--- src/rtl/ctrl_pkg.sv ---
// Shared types and constants for the pipelined decode/control unit.
// Field widths live here so the decoder, interface and stage registers agree.
package ctrl_pkg;

   localparam int OPC_W    = 6;
   localparam int FUNCT_W  = 6;
   localparam int REG_AW   = 5;
   localparam int ALU_OP_W = 2;

   localparam logic [OPC_W-1:0] OPC_RTYPE = 6'b000000;
   localparam logic [OPC_W-1:0] OPC_LOAD  = 6'b111111;

   localparam logic [ALU_OP_W-1:0] ALU_OP_ADD  = 2'd0;
   localparam logic [ALU_OP_W-1:0] ALU_OP_LOAD = 2'd1;

   typedef struct packed {
      logic                valid;
      logic [ALU_OP_W-1:0] alu_op;
      logic                alu_src;
      logic                wr;
      logic                wbsrc;
      logic [REG_AW-1:0]   dest;
      logic                illegal;
   } ctrl_word_t;

endpackage

--- src/rtl/ctrl_pipe_unit_if.sv ---
// Instruction handshake between fetch (master) and the decode pipeline (slave).
interface ctrl_pipe_unit_if;
   import ctrl_pkg::*;

   logic               in_valid;
   logic               in_ready;
   logic [OPC_W-1:0]   Opcode;
   logic [FUNCT_W-1:0] Funct;
   logic [REG_AW-1:0]  Rs;
   logic [REG_AW-1:0]  Rt;
   logic [REG_AW-1:0]  Rd;

   modport master (
      output in_valid, Opcode, Funct, Rs, Rt, Rd,
      input  in_ready
   );

   modport slave (
      input  in_valid, Opcode, Funct, Rs, Rt, Rd,
      output in_ready
   );

endinterface

--- src/rtl/ctrl_decode.sv ---
// Purely combinational opcode/funct decode into a control word.
// Also reports whether Rt is a genuine source operand for hazard checking.
module ctrl_decode
   import ctrl_pkg::*;
(
   input  logic [OPC_W-1:0]   opcode,
   input  logic [FUNCT_W-1:0] funct,
   input  logic [REG_AW-1:0]  rt,
   input  logic [REG_AW-1:0]  rd,
   output ctrl_word_t         word,
   output logic               rt_used
);

   logic unused_funct;
   assign unused_funct = ^funct[FUNCT_W-2:0];

   always_comb begin
      word         = '0;
      word.valid   = 1'b1;
      word.alu_op  = ALU_OP_LOAD;
      word.illegal = 1'b0;
      unique case (opcode)
         OPC_RTYPE: begin
            word.alu_op  = ALU_OP_ADD;
            word.alu_src = ~funct[FUNCT_W-1];
            word.wr      = 1'b1;
            word.wbsrc   = 1'b0;
            word.dest    = rd;
         end
         OPC_LOAD: begin
            word.alu_op  = ALU_OP_LOAD;
            word.alu_src = 1'b0;
            word.wr      = 1'b1;
            word.wbsrc   = 1'b1;
            word.dest    = rt;
         end
         default: begin
            word.illegal = 1'b1;
         end
      endcase
      // Register 0 is hardwired; writing it is a no-op and must not interlock.
      if (word.dest == '0) begin
         word.wr = 1'b0;
      end
   end

   // A load names its destination in Rt, and immediates replace Rt entirely.
   assign rt_used = ~word.alu_src & (opcode != OPC_LOAD);

endmodule

--- src/rtl/ctrl_pipe_unit.sv ---
// Pipelined decode/control: one instruction per cycle, DEPTH stages (EX..WB),
// RAW interlock against in-flight writers and a saturating stall counter.
module ctrl_pipe_unit
   import ctrl_pkg::*;
#(
   parameter int DEPTH       = 2,
   parameter int STALL_CNT_W = 16
) (
   input  logic                   clk,
   input  logic                   rst_n,
   ctrl_pipe_unit_if.slave        fe,
   input  logic                   flush,
   output logic                   ex_valid,
   output logic [ALU_OP_W-1:0]    ALU_op,
   output logic                   ALU_src,
   output logic                   wb_valid,
   output logic                   Reg_write,
   output logic                   Writeback_src,
   output logic [REG_AW-1:0]      wb_rd,
   output logic                   illegal,
   output logic [STALL_CNT_W-1:0] stall_cnt
);

   ctrl_word_t [DEPTH-1:0] stage_reg;
   ctrl_word_t [DEPTH-1:0] stage_next;
   ctrl_word_t             dec_word;
   logic                   dec_rt_used;
   logic [DEPTH-2:0]       hazard_hit;
   logic                   stall;
   logic                   accept;
   logic [STALL_CNT_W-1:0] stall_cnt_reg;
   logic [STALL_CNT_W-1:0] stall_cnt_next;

   ctrl_decode u_decode (
      .opcode  (fe.Opcode),
      .funct   (fe.Funct),
      .rt      (fe.Rt),
      .rd      (fe.Rd),
      .word    (dec_word),
      .rt_used (dec_rt_used)
   );

   // WB is excluded: the register file writes before it reads.
   genvar gi;
   generate
      for (gi = 0; gi < DEPTH-1; gi++) begin : g_hazard
         assign hazard_hit[gi] = stage_reg[gi].valid & stage_reg[gi].wr &
                                 (stage_reg[gi].dest != '0) &
                                 ((stage_reg[gi].dest == fe.Rs) |
                                  (dec_rt_used & (stage_reg[gi].dest == fe.Rt)));
      end
   endgenerate

   assign stall       = fe.in_valid & (|hazard_hit);
   assign fe.in_ready = ~stall & ~flush;
   assign accept      = fe.in_valid & fe.in_ready;

   // Stage 0 never needs a flush term: accept is already false during flush.
   assign stage_next[0] = accept ? dec_word : '0;

   generate
      for (gi = 1; gi < DEPTH; gi++) begin : g_stage
         assign stage_next[gi] = flush ? '0 : stage_reg[gi-1];
      end
   endgenerate

   always_ff @(posedge clk or negedge rst_n) begin
      if (!rst_n) begin
         stage_reg <= '0;
      end else begin
         stage_reg <= stage_next;
      end
   end

   always_comb begin
      stall_cnt_next = stall_cnt_reg;
      if (stall && !flush && !(&stall_cnt_reg)) begin
         stall_cnt_next = stall_cnt_reg + 1'b1;
      end
   end

   always_ff @(posedge clk or negedge rst_n) begin
      if (!rst_n) begin
         stall_cnt_reg <= '0;
      end else begin
         stall_cnt_reg <= stall_cnt_next;
      end
   end

   assign ex_valid      = stage_reg[0].valid;
   assign ALU_op        = ex_valid ? stage_reg[0].alu_op  : '0;
   assign ALU_src       = ex_valid & stage_reg[0].alu_src;
   assign illegal       = ex_valid & stage_reg[0].illegal;

   assign wb_valid      = stage_reg[DEPTH-1].valid;
   assign Reg_write     = wb_valid & stage_reg[DEPTH-1].wr;
   assign Writeback_src = wb_valid & stage_reg[DEPTH-1].wbsrc;
   assign wb_rd         = wb_valid ? stage_reg[DEPTH-1].dest : '0;
   assign stall_cnt     = stall_cnt_reg;

   // ALU fields have no consumer once the word reaches writeback.
   logic unused_wb;
   assign unused_wb = ^{stage_reg[DEPTH-1].alu_op, stage_reg[DEPTH-1].alu_src,
                        stage_reg[DEPTH-1].illegal};

endmodule

--- src/flat_wrapper.sv ---
// flat-port wrapper written by rule: the top's interface ports become plain ports
module ctrl_pipe_unit_flat import ctrl_pkg::*;
#(
   parameter int DEPTH       = 2,
   parameter int STALL_CNT_W = 16
)
  (clk, rst_n, flush, ex_valid, ALU_op, ALU_src, wb_valid, Reg_write, Writeback_src, wb_rd, illegal, stall_cnt, fe_in_valid, fe_Opcode, fe_Funct, fe_Rs, fe_Rt, fe_Rd, fe_in_ready);
  ctrl_pipe_unit_if fe_i ();
  input  logic clk;
  input  logic rst_n;
  input  logic flush;
  output logic ex_valid;
  output logic [ALU_OP_W-1:0] ALU_op;
  output logic ALU_src;
  output logic wb_valid;
  output logic Reg_write;
  output logic Writeback_src;
  output logic [REG_AW-1:0] wb_rd;
  output logic illegal;
  output logic [STALL_CNT_W-1:0] stall_cnt;
  input wire logic [$bits(fe_i.in_valid)-1:0] fe_in_valid;
  input wire logic [$bits(fe_i.Opcode)-1:0] fe_Opcode;
  input wire logic [$bits(fe_i.Funct)-1:0] fe_Funct;
  input wire logic [$bits(fe_i.Rs)-1:0] fe_Rs;
  input wire logic [$bits(fe_i.Rt)-1:0] fe_Rt;
  input wire logic [$bits(fe_i.Rd)-1:0] fe_Rd;
  output wire logic [$bits(fe_i.in_ready)-1:0] fe_in_ready;
  assign fe_i.in_valid = fe_in_valid;
  assign fe_i.Opcode = fe_Opcode;
  assign fe_i.Funct = fe_Funct;
  assign fe_i.Rs = fe_Rs;
  assign fe_i.Rt = fe_Rt;
  assign fe_i.Rd = fe_Rd;
  assign fe_in_ready = fe_i.in_ready;
  ctrl_pipe_unit #(.DEPTH(DEPTH), .STALL_CNT_W(STALL_CNT_W)) u_core (.clk(clk), .rst_n(rst_n), .fe(fe_i), .flush(flush), .ex_valid(ex_valid), .ALU_op(ALU_op), .ALU_src(ALU_src), .wb_valid(wb_valid), .Reg_write(Reg_write), .Writeback_src(Writeback_src), .wb_rd(wb_rd), .illegal(illegal), .stall_cnt(stall_cnt));
endmodule
--- config.mk ---
export PLATFORM = sky130hd
export DESIGN_NAME = ctrl_pipe_unit_flat
export DESIGN_NICKNAME = d
export VERILOG_FILES = /design/src/rtl/ctrl_pkg.sv /design/src/rtl/ctrl_pipe_unit_if.sv /design/src/rtl/ctrl_decode.sv /design/src/rtl/ctrl_pipe_unit.sv /design/src/flat_wrapper.sv
export SDC_FILE = /design/constraint.sdc
export NUM_CORES = 1
export LEC_CHECK = 0
export CORE_MARGIN = 2
export CORE_UTILIZATION = 49
export CTS_BUF_LIST = sky130_fd_sc_hd__clkbuf_8 sky130_fd_sc_hd__clkbuf_16
export CTS_CLUSTER_DIAMETER = 80
export DETAILED_ROUTE_END_ITERATION = 10
export PLACE_DENSITY = 0.85
export REMOVE_ABC_BUFFERS = 1
export SYNTH_ARGS = -nofsm -noshare
export SYNTH_HDL_FRONTEND = slang
export SYNTH_SLANG_ARGS = --single-unit
--- constraint.sdc ---
create_clock -name clk -period 6.4 [get_ports clk]
set_clock_uncertainty 0.05 [all_clocks]
set_input_delay 1.28 -clock clk [delete_from_list [all_inputs] [get_ports clk]]
set_output_delay 1.28 -clock clk [all_outputs]
set_load 0.005 [all_outputs]
# Word-level counts from Yosys, hierarchy flattened
# Index checks and enable logic that the tools add are counted.
word_totals:
  reg_bits: 36
  elab_cells: 50
  out_inout_bits: 30
op_classes:
  eq_ne: 4
  mux: 7
  n_bitwise: 17
  n_reduce_logical: 9
  add_sub_neg: 1
ops:
  columns: ["cell", "n"]
  rows:
  - ["12-bit 2-to-1 mux", 2]
  - ["9-bit case mux with 2 select lines", 1]
  - ["16-bit by 1-bit adder with 16-bit output (second input constant)", 1]
  - ["16-bit AND reduction", 1]
  - ["1-bit bitwise AND", 12]
  - ["5-bit == test", 2]
  - ["6-bit == test (second input constant)", 1]
  - ["6-bit logical NOT", 1]
  - ["6-bit inequality test (second input constant)", 1]
  - ["5-bit logical NOT", 1]
  - ["5-bit 2-to-1 mux", 1]
  - ["5-bit nonzero test", 1]
  - ["1-bit NOT", 4]
  - ["1-bit logical AND", 2]
  - ["1-bit logical NOT", 2]
  - ["1-bit 2-to-1 mux", 2]
  - ["2-bit 2-to-1 mux", 1]
  - ["2-bit OR reduction", 1]
  - ["1-bit OR", 1]

# Depth between registers and ports, before layout
logic_depth:
  depth_word: 12
  mapped_depth: 7
  mapped_depth_nobuf: 6

# By module
# A second synthesis with hierarchy kept.
hier_totals:
  hier_cells: 179
  area_unflattened_um2: 1839.3
by_module_without_submodules:
  columns: ["module", "instances", "cells_per_inst", "seq_area_each_um2", "area_per_inst_um2"]
  rows:
  - ["ctrl_pipe_unit", 1, 152, 900.9, 1681.6]
  - ["ctrl_decode", 1, 27, 0.0, 157.7]

# Worst setup path after synthesis
# OpenSTA, ideal clock, no wires.
synth_timing:
  kind: "input-to-output"
  startpoint: "input fe_Opcode[5]"
  endpoint: "output fe_in_ready"
  arrival_time_ps: 2436
  required_time_ps: 5070
  path_buffers: 0
  setup_slack_ps: 2634
  cell_stages: 5
  cell_sequence: "nand4_1 -> nor2_1 -> or4_4 -> o31a_1 -> nor2b_4"
synth_between:
  elab_chain_cells: 10
  elab_cells_between_ends: 12
synth_rtl:
  columns: ["item", "line_no", "text"]
  rows:
  - ["start, declared", "flat_wrapper.sv:22", "input wire logic [$bits(fe_i.Opcode)-1:0] fe_Opcode;"]
  - ["6-bit == test or 6-bit logical NOT (tied branches)", "ctrl_decode.sv:22", "unique case (opcode)"]
  - ["9-bit case mux with 2 select lines", "ctrl_decode.sv:22", null]
  - ["1-bit NOT", "ctrl_decode.sv:48", "assign rt_used = ~word.alu_src & (opcode != OPC_LOAD);"]
  - ["1-bit bitwise AND (*)", "ctrl_decode.sv:48", null]
  - ["1-bit bitwise AND (*)", "ctrl_pipe_unit.sv:50", "(dec_rt_used & (stage_reg[gi].dest == fe.Rt)));"]
  - ["1-bit OR (*)", "ctrl_pipe_unit.sv:49", "((stage_reg[gi].dest == fe.Rs) |"]
  - ["1-bit bitwise AND (*)", "ctrl_pipe_unit.sv:48", "(stage_reg[gi].dest != '0) &"]
  - ["1-bit bitwise AND (*)", "ctrl_pipe_unit.sv:54", "assign stall = fe.in_valid & (|hazard_hit);"]
  - ["1-bit NOT (*)", "ctrl_pipe_unit.sv:55", "assign fe.in_ready = ~stall & ~flush;"]
  - ["1-bit bitwise AND (*)", "ctrl_pipe_unit.sv:55", null]
  - ["end, declared", "flat_wrapper.sv:27", "output wire logic [$bits(fe_i.in_ready)-1:0] fe_in_ready;"]
# Mark *: on every way between the ends. The rest lies on a longest branch, timed or not.

# Worst setup path after layout
# Same ends and word-level chain as after synthesis.

==> out/qor.yml <==
dp.cells: 260
hold_violations: 0
met3_usage_pct: 3.65
fillerInstances: 268
area.sequential_sq_um: 876
period_minus_slack_ps: 4830
drtIter0Drc: 86
largest_reg_flops: 17
gp_congestion: 0.830
boundaryPins: 61
setup_viol: 0
multi_input_area_sq_um: 898
critPathLaunchType: "primary input"
cts_made_buffers: 5
layout-drive-gt1-share_pct: 13.2
fin_tns_setup_ps: 0
start_util_pct: 50.2
die-area_sq_mm: 0.00419
fin_crit_sh_pct: 75.4
antenna-diode-count: 0
critPathKind: "in -> out"
clock_latency_ps: 280
layout-area-overhead-vs-synth_pct: 38.6
clock_path_buffers: 2
grt-busiest-layer: "met2"
cts_tree: "done"
antenna_found_initial: 0
grt_pass1_vias: 1367
ys_seq_elements: 35
ant_nets: 0
cts_resized: 0
grt-ovfl-total: 0
grt_max_degree: 36
vias_per_cell: 5.23
core_area_sq_mm: 0.00361
cp.arrival_ps: 3500
synthTopCellsByArea: "dfrtp_1, xnor2_1, nand3_2"
worstMarginPinSlew_ps: 798
postCtsSetupRepairBufs: 0
die_h_microns: 64.8
layout_commonest_cell: "clkdlybuf4s50_1"
worstPathMaxFanout: 8
htree_levels: 2
use_met1_pct: 25.0
fp.dieW_microns: 64.8
place_hpwl_microns: 2780
p_leak_nw: 1.04
synth_area_sq_mm: 0.00181
hp-class: "reg -> reg"
cp_data_required_time_ps: 5070
ir_worst_vdd_uv: 178
routedWlPerCell_microns: 13.9
clk_pin_slew_ps: 60
seq_area_frac_synth_pct: 48.4
cts.hold.buffers_added: 0
crit_path_end_kind: "primary output"
cts.sinks: 35
drt-pass1-iter-count: 4
cts-root-buf: "clkbuf_8"
remaining_drc_errors: 0
status: "finished clean"
ys_types: 37
yosys.area.top_type: "dfrtp_1"
layout_common_cells: "clkdlybuf4s50_1, dfrtp_1, xnor2_1"
stdcell_count: 268
fmax_mhz: 207
synthCells: 161
p_total_uw: 462
num_vias: 1401
relSlewSlack_pct: 46.4
rows: 22
grt_usage_pct: 20.2
yosys_warnings: 0
rsz0062_at_grt: "false"
grt_pass1_wl_microns: 6400
yosys.area.top_type_share_pct: 48.4
nets: 251
syn_area_per_cell_sq_um: 11.2
utilization_pct: 69.5
port_buffers: 54
maxSlewViolCount: 0
wirelength_microns: 3720
p_per_area_mw_per_mm2: 184
cap_violations: 0
gr-usage-met2_pct: 34.4
cells by family (layout without fill, tap and decap cells):
family | count (synthesis) | count (layout) | synth area share (%)
adders and majority gates | 1 | 1 | 0.691
buffers and inverters | 6 | 65 | 1.94
other | 1 | 1 | 0.207
xor gates and xnor gates | 24 | 24 | 11.6
AOI/OAI and AO/OA | 12 | 12 | 6.36
and+or+nand+nor | 80 | 80 | 29.5
muxes | 2 | 2 | 1.24
DFF | 35 | 35 | 48.4
per-layer routing:
metal / vias to the layer above / part of all wire [%]
li1: 690 / -
met1: 670 / 43
met2: 34 / 53
met3: 7 / 2.6
met4: 0 / 1.9
met5: - / 0
metrics by stage:
stage	cell area (sq um)	setup WS [ps]	hold slack [ps]
after floorplan	1780	2630	389
after global placement	2390	1600	395
after detailed placement	2390	1580	399
after CTS	2510	1580	414
after global routing	2510	1500	442
final	2510	1570	410
Yosys cell counts (all sizes together):
cell type and instances:
or3 1, o2111ai 1, and3 10, nor3 3
nor2b 9, and2 10, o2111a 1, xor2 2
nor4 1, or2 1, a21oi 1, o32ai 1
nor2 10, or4 5, nand4 10, inv 2
a22oi 5, clkbuf 1, ha 1, mux2 2
xnor2 22, nand2 5, o21ai 2, conb 1
and4 2, nand3b 1, dfrtp 35, nand3 12
buf 3, o31a 1
path summary, 6_finish.rpt:
path                                           from  depth (start not counted)                   end  slack, ps
worst max-delay path                   fe_Opcode[5]                          7           fe_in_ready       1570
worst min-delay path            u_core.stage_reg[6]                          1  u_core.stage_reg[18]        410
worst max register to register  u_core.stage_reg[2]                          5   u_core.stall_cnt[1]       4090
worst min register to register  u_core.stage_reg[6]                          1  u_core.stage_reg[18]        410
max in group asynchronous                     rst_n                          2  u_core.stage_reg[17]       4640
min in group asynchronous                     rst_n                          2   u_core.stage_reg[1]       1350
critical path, stage by stage:
cell,delay (ps)
clkdlybuf4s50_1,450
nand4_1,140
nor2_1,140
or4_4,530
o31a_1,340
nor2b_4,130
clkdlybuf4s50_1,490
layout make-up:
type	count	share of cell area, %
repair buffers	55	21.9
well taps	48	2.40
multi-input cells	120	35.8
inverters	2	0.299
clock inverters	2	1.40
clock buffers	6	3.29
flip-flops and latches	35	34.9
report_power, final:
group          switching (mW)  internal [mW]  total (mW)
clock network          0.0762          0.126       0.202
logic                  0.0158         0.0203      0.0361
registers             0.00141          0.223       0.224
total                  0.0934          0.369       0.462
Note: power is estimated with default switching activity, not from simulation.
==> patch 1, RTL diff (same flow settings) <==
Put one more register stage on the output `stall_cnt`, cleared by the reset. The value now appears one clock later. The other outputs are not delayed to match.
--- a/src/rtl/ctrl_pipe_unit.sv
+++ b/src/rtl/ctrl_pipe_unit.sv
@@ -96,7 +96,13 @@
    assign Reg_write     = wb_valid & stage_reg[DEPTH-1].wr;
    assign Writeback_src = wb_valid & stage_reg[DEPTH-1].wbsrc;
    assign wb_rd         = wb_valid ? stage_reg[DEPTH-1].dest : '0;
-   assign stall_cnt     = stall_cnt_reg;
+   always_ff @(posedge clk or negedge rst_n) begin
+      if (!rst_n) begin
+         stall_cnt <= '0;
+      end else begin
+         stall_cnt <= stall_cnt_reg;
+      end
+   end
 
    // ALU fields have no consumer once the word reaches writeback.
    logic unused_wb;
Formal check against the unedited RTL: not equivalent (Yosys sat finds a counterexample within 4 cycles, from zero or initial values and one cycle with rst_n low).
==> patch 1 against the unedited design <==
  * Sequential cell count rose by 16
  * Synthesized area rose by 18%
  * Cell area rose by 13%
  * Global-route usage fell by 3.1 points
  * Final cell count rose by 6.3%
  * Sequential share of layout area rose by 10 points
  * Total power rose by 23%
  * Count of clock-buffer cells in the layout fell by 1
  * Wire length rose by 2.0%
  * Setup slack improved by 0.13 ns
  * Largest cell class is now sequential cells
  * Largest power group unchanged
==> patch 1: results (changes against the unedited design) <==
{
  "gp_congestion": {"value": 0.7996, "change": "-3.6%"},
  "post-place-cells": {"value": 278, "change": "+6.9%"},
  "relSlewSlack": {"value": 30.29, "unit": "%", "change": "-16 points"},
  "drt-vias-per-instance": {"value": 5.154, "change": "-1.4%"},
  "fill_cells": {"value": 348, "change": "+30%"},
  "outcome": "complete, no violations",
  "maximum_number_of_pins_on_one_net_before_global_route_repair": {"value": 52, "change": "+44%"},
  "largest_register_ffs": {"value": 32, "change": "+15"},
  "worst_hold_startpoint": "u_core.stall_cnt_reg[14]",
  "grt_usage": {"value": 17.12, "unit": "%", "change": "-3.1 points"},
  "timing.hold.worst_path_depth": {"value": 0, "change": "-1"},
  "clk_pin_slew": {"value": 0.08, "unit": "ns", "change": "+0.02 ns"},
  "startpoint_of_the_worst_slack_reg_to_reg_timing_path": "u_core.stall_cnt_reg[0]",
  "final_cells": {"value": 285, "change": "+6.3%"},
  "register_to_register_path_setup_slack": {"value": 4.23, "unit": "ns", "change": "+0.14 ns"},
  "finalHoldWorstSlack": {"value": 0.3570, "unit": "ns", "change": "-0.05249 ns"},
  "layout-drive-gt1-share": {"value": 8.584, "unit": "%", "change": "-4.6 points"},
  "r2r-end": "u_core.stall_cnt_reg[1]",
  "drt_iter0_markers": {"value": 72, "change": "-16%"},
  "via_count_of_the_first_global_routing_pass": {"value": 1385, "change": "+1.3%"},
  "seqCellArea": {"value": 0.001276, "unit": "mm²", "change": "+46%"},
  "timing.hold.worst_endpoint": "u_core.stall_cnt[14]",
  "ys_top_cells_by_area": "sky130_fd_sc_hd__dfrtp_1 60%, sky130_fd_sc_hd__xor2_1 6.1%, sky130_fd_sc_hd__xnor2_1 4.1%",
  "arrival": {"value": 3.37, "unit": "ns", "change": "-0.13 ns"},
  "power_leakage": {"value": 1.253, "unit": "nW", "change": "+21%"},
  "worstRegToRegCells": {"value": 6, "change": "+1"},
  "p_int": {"value": 0.4560, "unit": "mW", "change": "+24%"},
  "place.detailed.hpwl": {"value": 2.859, "unit": "mm", "change": "+2.8%"}
}
==> patch 1: layout make-up <==
type                    instances  share of cell area, %
multi-input cells             117                  29.38
repair buffers                 54                  18.96
flip-flops and latches         51                  45.19
inverters                       4                 0.5317
clock inverters                 2                  1.196
well taps                      52                  2.304
clock buffers                   5                  2.437
==> patch 1: logic make-up after synthesis <==
family	count (synthesis)	share of synthesized area, %
adder cells (fa/ha/maj)	1	0.5837
other	1	0.1750
buffers and inverters	7	1.751
AO/OA/AOI/OAI	12	4.087
AND/OR/NAND/NOR	77	23.12
XOR/XNOR	25	10.22
multiplexers	1	0.5254
flip-flops	51	59.54
==> patch 1: power by group through the flow <==
stage,clock (mW),combinational [mW],sequential [mW]
CTS,0.217,0.0378,0.325
global placement,0,0.0370,0.331
finish,0.209,0.0371,0.325
floorplan,0,0.00839,0.331
global route,0.229,0.0408,0.325
detailed placement,0,0.0376,0.331
==> patch 1: worst max path at each step <==
stage	to	slack, ns	cells past startpoint
6_report	fe_in_ready	1.70	6
2_1_floorplan	fe_in_ready	2.74	4
4_1_cts	fe_in_ready	1.68	6
3_5_place_dp	fe_in_ready	1.68	6
5_1_grt	fe_in_ready	1.58	6
3_3_place_gp	fe_in_ready	1.72	6
==> patch 1: layer usage <==
metal	vias to the layer above	global-route usage, %	routed length [µm]
met5	-	0	0
met4	0	10.26	117
met3	7	3.896	188
met2	44	25.61	1884
met1	713	22.82	1605
li1	705	-	-
==> patch 2, RTL diff (same settings) <==
Without the edit above. Set the package constant `REG_AW` to 4 (it was 5).
--- a/src/rtl/ctrl_pkg.sv
+++ b/src/rtl/ctrl_pkg.sv
@@ -4,7 +4,7 @@
 
    localparam int OPC_W    = 6;
    localparam int FUNCT_W  = 6;
-   localparam int REG_AW   = 5;
+   localparam int REG_AW   = 4;
    localparam int ALU_OP_W = 2;
 
    localparam logic [OPC_W-1:0] OPC_RTYPE = 6'b000000;
Interface: changed (resized fe_Rd, fe_Rs, fe_Rt and wb_rd); port bits go from 61 to 57. The function was not compared with the original's and may differ.
==> patch 2 against the unedited design <==
  * Wire length down 1.7%
  * Setup slack worse by 0.12 ns
  * Worst hold slack better by 0.018 ns
  * Critical path depth down 1
  * Non-clock buffer count down 4
  * Via count down 2.7%
  * Total power down 14%
  * First-iteration DRC count down 50%
  * Synthesized area down 4.0%
  * Register-to-register slack better by 0.05 ns
  * Combinational power down 4%
  * Cell area down 6.0%
  * Global-route usage up 0.45 points
  * Sequential cell count down 2
  * Critical path type unchanged
  * Highest routed layer unchanged
==> patch 2: results (changes against the unedited design) <==
{
  "power_frac_seq": {"value": 53.5, "unit": "%", "change": "+5.0 points"},
  "drt-vias-per-instance": {"value": 5.430, "change": "+3.9%"},
  "fill_cells": {"value": 279, "change": "+4.1%"},
  "wl_cell": {"value": 14.57, "unit": "µm", "change": "+4.9%"},
  "grt_pass1_wl": {"value": 6.465, "unit": "mm", "change": "+1.1%"},
  "startpoint_of_the_worst_slack_reg_to_reg_timing_path": "u_core.ex_valid",
  "relSlewSlack": {"value": 56.54, "unit": "%", "change": "+10 points"},
  "finalPower": {"value": 0.3955, "unit": "mW", "change": "-14%"},
  "critical_path_peak_fanout": {"value": 11, "change": "+3"},
  "maximum_number_of_pins_on_one_net_before_global_route_repair": {"value": 34, "change": "-5.6%"},
  "register_to_register_path_setup_slack": {"value": 4.14, "unit": "ns", "change": "+0.05 ns"},
  "clock-root-buffer": "sky130_fd_sc_hd__clkbuf_8",
  "via_count_of_the_first_global_routing_pass": {"value": 1421, "change": "+4.0%"},
  "final_min_period_over_clock_period": {"value": 77.34, "unit": "%", "change": "+1.9 points"},
  "finalHoldWorstSlack": {"value": 0.4274, "unit": "ns", "change": "+0.01787 ns"},
  "ir_drop": {"value": 0.1418, "unit": "mV", "change": "-21%"},
  "drv_slew": {"value": 0, "change": "unchanged"},
  "layout-drive-gt1-share": {"value": 11.22, "unit": "%", "change": "-2.0 points"},
  "swShare": {"value": 20.96, "unit": "%", "change": "+0.76 points"},
  "synth_top_cells_by_count": "33 x sky130_fd_sc_hd__dfrtp_1, 13 x sky130_fd_sc_hd__xor2_1, 12 x sky130_fd_sc_hd__and2_1, 10 x sky130_fd_sc_hd__xnor2_1, 9 x sky130_fd_sc_hd__nand3_1",
  "power_leakage": {"value": 1.020, "unit": "nW", "change": "-1.9%"},
  "power.combinational.total": {"value": 0.0348, "unit": "mW", "change": "-4%"},
  "io_buffers": {"value": 50, "change": "-7.4%"},
  "gp_congestion": {"value": 0.7766, "change": "-6.4%"},
  "timing.critical_path.from": "fe_Opcode[0]",
  "grt_usage": {"value": 20.63, "unit": "%", "change": "+0.45 points"},
  "arrival": {"value": 3.62, "unit": "ns", "change": "+0.12 ns"},
  "outcome": "complete, no violations",
  "r2r-end": "u_core.stall_cnt[14]",
  "finalNetCount": {"value": 234, "change": "-6.8%"},
  "synth-seq-area-share": {"value": 47.55, "unit": "%", "change": "-0.86 points"},
  "pre_cts_ws": {"value": 1.464, "unit": "ns", "change": "-0.1112 ns"},
  "drt_iter0_markers": {"value": 43, "change": "-50%"},
  "place.detailed.hpwl": {"value": 2.863, "unit": "mm", "change": "+2.9%"},
  "timing.hold.worst_endpoint": "u_core.stage_reg[17]",
  "ys_top_cells_by_area": "sky130_fd_sc_hd__dfrtp_1 48%, sky130_fd_sc_hd__xor2_1 6.6%, sky130_fd_sc_hd__nor4_2 5.0%",
  "largest_register_ffs": {"value": 16, "change": "-1"}
}
==> patch 2: changes by cell type in the layout (fill, tap and decap cells not counted), sizes merged, moves of 4 or more <==
cell	delta
a22o	+4
a22oi	-4
clkdlybuf4s50	-4
nand4	-4
nor2	-8
nor4	+7
nor4b	+5
xnor2	-12
xor2	+11
==> patch 2: final cells by class <==
cell class / instances / area share (%)
Multi-Input combinational cell: 114 / 37.31
Sequential cell: 33 / 35.03
Timing Repair Buffer: 51 / 21.55
Clock buffer: 6 / 3.503
Tap cell: 46 / 2.442
Clock inverter: 1 / 0.1592
==> patch 2: through the flow <==
step | cell area [µm²] | util, % | std cells
floorplan | 1705 | - | 147
global placement | 2271 | 67.52 | 244
detailed placement | 2271 | 67.52 | 244
CTS | 2357 | 70.09 | 251
global route | 2357 | 70.09 | 251
finish | 2357 | 70.09 | 251
==> patch 2: logic make-up after synthesis <==
group / Yosys count / share of synthesized area (%)
fa+ha+maj: 1 / 0.7203
mux: 1 / 0.6484
xor+xnor: 23 / 11.60
compound gates: 9 / 4.900
flops: 33 / 47.55
other cells: 1 / 0.2159
buf+inv: 5 / 1.801
simple gates: 79 / 32.56
==> patch 2: worst max-delay path: stages <==
cell	delay (ns)
sky130_fd_sc_hd__clkdlybuf4s50_1	0.42
sky130_fd_sc_hd__or4_4	0.56
sky130_fd_sc_hd__nor4_4	0.19
sky130_fd_sc_hd__o31ai_1	0.18
sky130_fd_sc_hd__a41oi_2	0.41
sky130_fd_sc_hd__clkdlybuf4s50_1	0.58
==> patch 2: routing by layer <==
metal	global-route usage (%)	routed length, µm	vias to the layer above
li1	-	-	658
met1	23.78	1461	656
met2	36.18	1938	41
met3	5.536	180	8
met4	8.152	76	0
met5	0	0	-
